<file path="config.mk">
export PLATFORM = sky130hd
export DESIGN_NAME = stopwatch_digit_source
export DESIGN_NICKNAME = d
export VERILOG_FILES = /design/src/rtl/stopwatch_digit_source.sv
export SDC_FILE = /design/constraint.sdc
export NUM_CORES = 1
export LEC_CHECK = 0
export CORE_MARGIN = 2
export CORE_UTILIZATION = 35
export CTS_BUF_LIST = sky130_fd_sc_hd__clkbuf_4
export CTS_CLUSTER_SIZE = 12
export DETAILED_ROUTE_END_ITERATION = 8
export PLACE_DENSITY = 0.56
export SKIP_LAST_GASP = 1
export SLEW_MARGIN = 20
export SYNTH_ARGS = -nofsm -noshare
export SYNTH_HDL_FRONTEND = slang
export SYNTH_HIERARCHICAL = 1
export SYNTH_SLANG_ARGS = --single-unit
</file>
<file path="constraint.sdc">
create_clock -name clk -period 5.4 [get_ports clk]
set_clock_uncertainty 0.2 [all_clocks]
set_input_delay 0.54 -clock clk [delete_from_list [all_inputs] [get_ports clk]]
set_output_delay 0.54 -clock clk [all_outputs]
set_load 0.05 [all_outputs]
</file>
<file path="src/rtl/stopwatch_digit_source.sv">
// MM:SS stopwatch feeding the 4-digit display multiplexer: debounced start/stop
// and clear buttons drive an IDLE/RUN/PAUSE FSM that gates a BCD seconds counter.

module stopwatch_debounce #(
  parameter int DB_CYCLES = 1_000_000
) (
  input  logic clk,
  input  logic reset,
  input  logic raw,
  output logic evt
);
  localparam int DBW = (DB_CYCLES > 1) ? $clog2(DB_CYCLES) : 1;
  localparam logic [DBW-1:0] DB_LAST = DBW'(DB_CYCLES - 1);

  logic           s1, s2, level, level_q;
  logic [DBW-1:0] cnt;

  always_ff @(posedge clk or posedge reset) begin
    if (reset) begin
      s1      <= 1'b0;
      s2      <= 1'b0;
      level   <= 1'b0;
      level_q <= 1'b0;
      cnt     <= '0;
    end else begin
      s1      <= raw;
      s2      <= s1;
      level_q <= level;
      // any return to the accepted level restarts the stability window
      if (s2 == level) begin
        cnt <= '0;
      end else if (cnt == DB_LAST) begin
        level <= s2;
        cnt   <= '0;
      end else begin
        cnt <= cnt + 1'b1;
      end
    end
  end

  assign evt = level & ~level_q;
endmodule

module stopwatch_digit_source #(
  parameter int CLKS_PER_TICK = 100_000_000,
  parameter int DB_CYCLES     = 1_000_000
) (
  input  logic        clk,
  input  logic        reset,
  input  logic        btn_start_stop,
  input  logic        btn_clear,
  output logic [15:0] digits,
  output logic        running,
  output logic        wrap
);
  localparam int PW = $clog2(CLKS_PER_TICK);
  localparam logic [PW-1:0] PLAST = PW'(CLKS_PER_TICK - 1);

  typedef enum logic [1:0] {IDLE, RUN, PAUSE} state_t;

  state_t        state, state_nxt;
  logic [1:0]    raw, evt;
  logic          ss_evt, clr_evt, tick;
  logic [PW-1:0] presc;
  logic [15:0]   digits_inc;

  assign raw = {btn_clear, btn_start_stop};

  for (genvar i = 0; i < 2; i++) begin : g_btn
    stopwatch_debounce #(.DB_CYCLES(DB_CYCLES)) u_db (
      .clk  (clk),
      .reset(reset),
      .raw  (raw[i]),
      .evt  (evt[i])
    );
  end

  assign ss_evt  = evt[0];
  assign clr_evt = evt[1];

  always_ff @(posedge clk or posedge reset) begin
    if (reset) state <= IDLE;
    else       state <= state_nxt;
  end

  always_comb begin
    state_nxt = state;
    if (clr_evt) begin
      state_nxt = IDLE;
    end else if (ss_evt) begin
      case (state)
        IDLE:    state_nxt = RUN;
        RUN:     state_nxt = PAUSE;
        PAUSE:   state_nxt = RUN;
        default: state_nxt = IDLE;
      endcase
    end
  end

  assign running = (state == RUN);
  assign tick    = running && (presc == PLAST);

  // BCD cascade: ss 00-59, mm 00-59, rolling 59:59 over to 00:00
  always_comb begin
    digits_inc = digits;
    if (digits[3:0] != 4'd9) begin
      digits_inc[3:0] = digits[3:0] + 4'd1;
    end else begin
      digits_inc[3:0] = 4'd0;
      if (digits[7:4] != 4'd5) begin
        digits_inc[7:4] = digits[7:4] + 4'd1;
      end else begin
        digits_inc[7:4] = 4'd0;
        if (digits[11:8] != 4'd9) begin
          digits_inc[11:8] = digits[11:8] + 4'd1;
        end else begin
          digits_inc[11:8] = 4'd0;
          if (digits[15:12] != 4'd5) digits_inc[15:12] = digits[15:12] + 4'd1;
          else                       digits_inc[15:12] = 4'd0;
        end
      end
    end
  end

  always_ff @(posedge clk or posedge reset) begin
    if (reset) begin
      presc  <= '0;
      digits <= 16'h0000;
      wrap   <= 1'b0;
    end else begin
      wrap <= 1'b0;
      if (clr_evt || state == IDLE) begin
        presc <= '0;
        if (clr_evt) digits <= 16'h0000;
      end else if (tick) begin
        presc  <= '0;
        digits <= digits_inc;
        wrap   <= (digits == 16'h5959);
      end else if (running) begin
        presc <= presc + 1'b1;
      end
    end
  end
endmodule

</file>
==> results.txt, run 1 <==
- Multi-input gate area in the final layout: 0.002338 mm^2
- Wire length of the first global-routing pass: approximately 17000 um
* Commonest cells after routing, fill and taps aside: sky130_fd_sc_hd__dfrtp_1, sky130_fd_sc_hd__nor2_1, sky130_fd_sc_hd__nand2_1
* Post-cts repair resize count: 0
- The tool flagged a number of max-cap violations equal to 0.
- Measured along the x axis, the die boundary spans 121.1 um.
- After filler insertion, the fill cell instance count of the layout stands at 1332.
* Iteration-0 DRC count of the detailed router: approximately 170
- The via count of the first global-routing pass came to between 3000 and 4000.
- Critical path data required time: ~4.7 ns
- Via/cell ratio: 5.173
- Registers take between 0.002 and 0.0025 mm^2.
* Combined area of all synthesized cells: 0.004797 mm^2
- Buffer and inverter count on the worst path: 1
- The cell count after synthesis came out at between 400 and 500.
- The worst setup path is launched from a flop.
- Via total after detailed routing: ~3500
* Final period utilization: a little over half
- Core Area: between 0.01 and 0.015 mm^2
- The initial antenna violation count is 0.
- Max FO, Critical Path: 7
- Total Die Area: 0.01466 mm^2
* Cell family with the largest share of critical-path delay: buffers and inverters
- Number of max-slew violations in the final report: 0
* Slew of the pin with the lowest slew margin: between 1 and 1.5 ns
- Largest net degree at the start of global routing: between 40 and 50
- Number of enable-type register cells in the synthesized netlist: 0
* CTS tree: done
* Total number of clock tree sinks: between 90 and 100
- Wire length per cell: ~14 um
* Library cell occupying the most area in the post-synthesis netlist: sky130_fd_sc_hd__dfrtp_1
- Peak supply drop: between 0.15 and 0.2 mV
- Post-synth ARST share: 100.0%
* Slowest stage cell, crit path: sky130_fd_sc_hd__clkdlybuf4s50_1
- Buffers inserted during clock tree synthesis total 9.
- Data arrival time of the critical path: between 2 and 2.5 ns
- Maximum cell stage delay along the critical path: between 0.9 and 1 ns
* Register bit count reported by yosys: 94
- Post-CTS timing repair inserted 0 buffers for setup.
* Buffer depth of the longest clock path: 2
* Die H: between 100 and 150 um
- Core Util, Final: 39.83%
- In this run the core area contains between 40 and 50 standard-cell rows.
* Antenna violation net count after detailed routing: 0
- Period minus WS final: between 2 and 3 ns
* # port buffers: 21
* First-pass iteration count of the detailed router: 4
- Buffer cell driving the clock tree root: sky130_fd_sc_hd__clkbuf_4
- Critical path class: reg2out
* Clock transition at the registers of the reported paths: roughly 0.14 ns
- Setup violations remaining at the end of the flow were counted as 0.
- Layout Area Growth over Synthesis: 10.38%
- Residual DRC: 0
- I/O pin cnt: 22
- Worst-path cell chain: nor2b_1 -> clkdlybuf4s50_1
* Highest clock rate: 337.3 MHz
* Routability-driven placement congestion ratio: 0.7747
- In the global route stage, overall resource usage came out at 14.23%.
- The tightest min-delay check is of the reg2reg type.
- Antenna cell count: 0
- Hold Buf Count CTS: 0
- At the later pin of the worst-skew pair, clock insertion delay measures 0.46 ns.
- Most used flip-flop cell after synthesis: sky130_fd_sc_hd__dfrtp_1
- Power Density: just over 200 mW/mm^2
- Wires add up to 9490 um.
- The share of synthesized area in the top cell type comes to 49.03%.
* Final Hold Violating Endpoints: 0
- Summing the sequential cell areas from Yosys gives between 40 and 50% of the chip area.
* Half-perimeter wire length of the detailed placement result: roughly 6500 um
* Sum of negative setup slack: 0 ns
- Power Total: 1073 uW
- Library cells used by synthesis: 53
- CP endpoint kind: primary output
- Synthesized area per cell: 9.973 um^2
- Initial core utilization: 36.08%
- Outcome: complete, no violations
* Synthesized net count: between 400 and 500
- Leading cell type in the layout, fill and taps excluded: sky130_fd_sc_hd__dfrtp_1
- Setup repair after global routing left no endpoint under its margin.
- Yosys Warn Count: 6
- The final layout contains about 520 nets.
- For this run the aggregate overflow at the end of global routing stands at 0.
* Static Leakage: 0.002169 uW
- The H-tree was split into 3 levels.
- Worst slew margin relative to its limit: 29.93%
- Dominant cells by area after synthesis: sky130_fd_sc_hd__dfrtp_1, sky130_fd_sc_hd__xor2_1, sky130_fd_sc_hd__nor2_1
- In the final layout, the share of cells above drive strength 1 is just over 8%.
state kept, by name (all words and copies together) (netlist names):
| signal | count |
|---|---|
| g_btn.u_db/cnt | 40 |
| g_btn.u_db/s1 | 2 |
| g_btn.u_db/s2 | 2 |
| presc | 27 |
| g_btn.u_db/level | 2 |
| state | 2 |
| g_btn.u_db/level_q | 2 |
| wrap | 1 |
| digits | 16 |
synthesized netlist by cell type, types with 2 or more instances:
library cell,instances
sky130_fd_sc_hd__nor3_1,8
sky130_fd_sc_hd__ha_1,11
sky130_fd_sc_hd__nor4_1,8
sky130_fd_sc_hd__and4_1,6
sky130_fd_sc_hd__nand3_1,27
sky130_fd_sc_hd__o41ai_1,6
sky130_fd_sc_hd__o21ai_0,15
sky130_fd_sc_hd__or2_2,2
sky130_fd_sc_hd__and3_1,12
sky130_fd_sc_hd__inv_1,13
sky130_fd_sc_hd__and4_2,2
sky130_fd_sc_hd__nand2b_1,2
sky130_fd_sc_hd__o31ai_1,14
sky130_fd_sc_hd__or3_4,2
sky130_fd_sc_hd__and3_2,2
sky130_fd_sc_hd__nor4b_1,2
sky130_fd_sc_hd__a21oi_1,12
sky130_fd_sc_hd__nor2_1,68
sky130_fd_sc_hd__dfrtp_1,94
sky130_fd_sc_hd__buf_2,5
sky130_fd_sc_hd__clkbuf_1,7
sky130_fd_sc_hd__o21ai_1,2
sky130_fd_sc_hd__xnor2_1,18
sky130_fd_sc_hd__nand4_1,17
sky130_fd_sc_hd__xor2_1,35
sky130_fd_sc_hd__or3_1,4
sky130_fd_sc_hd__and2_1,2
sky130_fd_sc_hd__or3_2,2
sky130_fd_sc_hd__or4_1,6
sky130_fd_sc_hd__mux2_2,2
sky130_fd_sc_hd__nand2_1,40
sky130_fd_sc_hd__nor2b_1,4
sky130_fd_sc_hd__nand4b_1,4
sky130_fd_sc_hd__nand3b_1,6
sky130_fd_sc_hd__mux2_4,2
sky130_fd_sc_hd__a31oi_1,2
power by group:
part	switching, uW	total, uW	internal, uW
clock network	238	329	90.6
logic	22.7	30.1	7.41
registers	4.54	714	709
kinds of logic after synthesis:
| logic type | count (synthesis) | share of synthesized area (%) |
|---|---|---|
| AOI/OAI and AO/OA | 56 | 7.929 |
| xor gates and xnor gates | 53 | 9.676 |
| adders and majority gates | 11 | 2.869 |
| buffers and inverters | 26 | 2.321 |
| DFF | 94 | 49.04 |
| muxes | 5 | 1.304 |
| and+or+nand+nor | 236 | 26.86 |
cell type report:
| cell class | count | share of cell area (%) |
|---|---|---|
| clock buffers | 9 | 1.276 |
| flip-flops and latches | 94 | 44.42 |
| clock inverters | 7 | 0.7798 |
| multi-input cells | 361 | 44.16 |
| repair buffers | 23 | 4.253 |
| inverters | 13 | 0.9452 |
| well taps | 176 | 4.159 |
through the flow:
step | hold WS [ns] | cell area (um^2) | worst slack, ns | cells
final | 0.1644 | 5295 | 2.435 | 683
after global routing | 0.1760 | 5295 | 2.270 | 683
after CTS | 0.1672 | 5294 | 2.368 | 683
after detailed placement | 0.1347 | 5185 | 2.511 | 667
after global placement | 0.1336 | 5185 | 2.567 | 667
after floorplan | 0.1312 | 4797 | 2.919 | 481
final timing paths:
kind | startpoint | endpoint | slack [ns] | depth (start not counted)
max | state[1] | running | 2.44 | 2
min | g_btn[1].u_db/s1 | g_btn[1].u_db/s2 | 0.16 | 0
max reg2reg | presc[0] | digits[13] | 2.51 | 6
min reg2reg | g_btn[1].u_db/s1 | g_btn[1].u_db/s2 | 0.16 | 0
max in group asynchronous | reset | g_btn[0].u_db/cnt[15] | 3.95 | 2
min in group asynchronous | reset | presc[2] | 0.41 | 2
worst reg2reg max path, stage by stage, from the launching register on:
cell and delay [ns]:
sky130_fd_sc_hd__dfrtp_1 0.41, sky130_fd_sc_hd__ha_1 0.20, sky130_fd_sc_hd__nand4_1 0.18, sky130_fd_sc_hd__nand4b_1 0.24
sky130_fd_sc_hd__o41a_1 0.73, sky130_fd_sc_hd__or3_4 0.53, sky130_fd_sc_hd__mux2_4 0.31
metal layers:
| metal | vias up | wire length [um] | track usage (%) |
|---|---|---|---|
| li1 | 1755 | - | - |
| met1 | 1709 | 4644 | 19.36 |
| met2 | 56 | 4375 | 22.30 |
| met3 | 13 | 330 | 3.853 |
| met4 | 0 | 140 | 3.997 |
| met5 | - | 0 | 0 |
(Power assumes the default switching activity.)
==> run 2, diff against run 1 <==
- PLACE_DENSITY: 0.56 -> 0.58
- clock period: 5.4 -> 2.5 ns (I/O delays scaled with it)
==> run 2 against run 1 <==
Sequential share of layout area fell by 1.9 points. Register-to-register slack got worse by 2.4 ns. Largest cell class is now multi-input gates. Cell count rose by 3.2%. Flip-flop and latch count did not move. Routed wire length rose by 1.9%. Utilization rose by 1.8 points. Count of clock-buffer cells in the layout did not move. Clock power rose by 130%. Non-clock buffer count rose by 22. First-iteration DRC count rose by 7.5%. Combinational power rose to 2.5 times the previous value.
==> results.txt, run 2 (synthesis results as in run 1) <==
- Outcome: complete, no violations
- Once the floorplan was initialized, standard cells occupied a little over a third of the core.
* Number of levels the H-tree was split into: 3
- Min-Delay Path Class: reg2reg
- Die outline width: between 100 and 150 um
- The die is approximately 120 um tall.
- Clock transition at the registers of the reported paths: approximately 0.15 ns
* Wire length per cell: roughly 14 um
* Peak supply drop: slightly above 0.4 mV
- Largest registers ranked by flip-flop count: g_btn.u_db/cnt x40, presc x27, digits x16
- Switching power of the nets: 606.5 uW
- Of the available clock period, the critical path in the final layout requires between 90 and 100%.
- The initial antenna violation count is 0.
- Nature of the critical path startpoint: flop
- Detailed routing inserted a total of about 3600 vias.
* Worst-path cell chain: nor4_2 -> nand4_1 -> o41a_1 -> or3_4 -> mux2_4
- Routability-driven placement congestion ratio: ~0.78
* RSZ-0062 raised after global routing: false
- Highest clock rate: 421.4 MHz
* Antenna cell count: 0
- In this run the tightest slew margin relative to its limit is between 40% and 50%.
- For this run, the detailed router's first-pass iteration total came to 4.
* Clock power share: 31.7%
* Layout Area Growth over Synthesis: 15.41%
* Half-perimeter wire length of the detailed placement result: roughly 6600 um
- The via count of the first global-routing pass is between 3000 and 4000.
- The clock net in this run drives a total of 94 sinks.
- Setup violations remaining at the end of the flow were counted as 0.
- STA puts the critical path data required time at roughly 2.7 ns.
* Routed WL: about 9700 um
* Register with the highest flop count: g_btn.u_db/cnt
- For this run, the slowest stage of the critical path takes roughly 0.47 ns.
- Iteration-0 DRC count of the detailed router: around 190
* Placement Cell Area: between 0.005 and 0.006 mm^2
- Of the cells placed in the final design, the portion with a size suffix greater than 1 is a little over an eighth.
* Overall fraction of global-route tracks in use: 14.21%
* GR Overflow Total: 0
* I/O pin cnt: 22
- Leading cell type in the layout, fill and taps excluded: sky130_fd_sc_hd__dfrtp_1
- The register with the most flip-flops in the layout has 40 of them.
- Core Area: approximately 0.013 mm^2
- Registers are responsible for about two thirds of the overall power.
- CP endpoint kind: flop
* # nets final: roughly 540
- Count of fill cells added during filler insertion: 1302
- Buffer depth of the longest clock path: 2
- The first global-routing pass estimated 16940 um of wire.
- Net switching is between 20 and 30% of the power.
- Number of max-cap violations: 0
* Buffer and inverter count on the worst path: 0
- For this run, the share of the core covered by cells in the final layout is about two fifths.
- Placed cell count: slightly below 700
* Final Hold Violating Endpoints: 0
* Largest net degree at the start of global routing: 26
* Worst-skew pair later-pin latency: roughly 0.46 ns
- # port buffers: 21
* Via/cell ratio: ~5.2
- Std cell rows: 42
- Combinational group share of total power: under 10%
- Once detail routing completed, the nets flagged for antenna violations numbered 0.
- Power spread over the standard cell area amounts to approximately 430 mW/mm^2.
- Among cell families on the critical path, the largest total delay comes from simple AND/OR/NAND/NOR gates.
- Commonest cells after routing, fill and taps aside: sky130_fd_sc_hd__dfrtp_1, sky130_fd_sc_hd__nor2_1, sky130_fd_sc_hd__nand2_1
* Data arrival time of the critical path: 2.54 ns
* Total Die Area: ~0.015 mm^2
- The worst setup path is of the reg2reg kind.
* Residual DRC: 0
* Sum of negative setup slack: 0 ns
* Multi-input gate area in the final layout: between 0.002 and 0.0025 mm^2
* Max FO, Critical Path: 4
- Area of all placed cells without fillers: between 0.005 and 0.006 mm^2
- Buffer cell driving the clock tree root: sky130_fd_sc_hd__clkbuf_4
* CTS tree: done
* Slew of the pin with the lowest slew margin: slightly below 0.8 ns
- Slowest stage cell, crit path: sky130_fd_sc_hd__o41a_1
- Hold is met by ~0.17 ns.
- Clock tree synthesis inserted a total of 9 buffers.
- The finished layout holds between 700 and 800 standard cells, fillers aside.
* Number of max-slew violations in the final report: 0
- Static Leakage: ~0.0023 uW
- The internal power of the cells totals between 1500 and 2000 uW.
* Period minus WS final: 2.373 ns
- Sequential cell area: around 0.0024 mm^2
run 2: through the flow:
stage          setup WS [ns]  power [uW]
5_1_grt              0.04077        2488
2_1_floorplan        0.01890        1616
4_1_cts             0.009958        2413
6_report              0.1269        2367
3_5_place_dp        -0.05342        1647
3_3_place_gp         0.03480        1645
run 2: per-layer routing:
layer / vias to the layer above / global-route usage, % / share of wire, %
li1: 1799 / - / -
met2: 53 / 21.84 / 46
met5: - / 0 / 0
met1: 1782 / 19.63 / 50
met4: 0 / 4.724 / 1.4
met3: 10 / 3.477 / 3.1
run 2: worst register-to-register path: cells and delay by family, from the launching register on:
family           cells  cell delay (ns)
AO/OA/AOI/OAI        1             0.47
flip-flops           1             0.42
multiplexers         1             0.31
AND/OR/NAND/NOR      3             0.89
run 2: final timing paths:
kind	cells past startpoint	from	slack (ns)	end
max	5	presc[9]	0.13	digits[13]
min	0	g_btn[1].u_db/s1	0.17	g_btn[1].u_db/s2
max reg2reg	5	presc[9]	0.13	digits[13]
min reg2reg	0	g_btn[1].u_db/s1	0.17	g_btn[1].u_db/s2
max in group asynchronous	4	reset	1.03	presc[2]
min in group asynchronous	3	reset	0.55	presc[13]
run 2: layout make-up:
| type | instances | share of cell area (%) |
|---|---|---|
| Clock inverter | 7 | 0.9266 |
| Tap cell | 176 | 3.977 |
| Inverter | 13 | 0.8814 |
| Sequential cell | 94 | 42.49 |
| Timing Repair Buffer | 45 | 7.661 |
| Multi-Input combinational cell | 361 | 42.85 |
| Clock buffer | 9 | 1.220 |
run 2: power groups by stage:
stage | Clock [uW] | Sequential [uW] | Combinational (uW)
floorplan | 0 | 1570 | 48.7
global placement | 0 | 1570 | 75.7
detailed placement | 0 | 1570 | 77.5
CTS | 791 | 1540 | 81.1
global route | 855 | 1540 | 89.3
finish | 750 | 1540 | 76.6
run 2: repair_timing:
item	4_1_cts	5_1_grt
hold buffers	3	0
endpoints found under the setup margin	2	7
buffers inserted	2	0
pin swaps	1	1
endpoints found under the hold margin	5	0
resized for setup	2	5
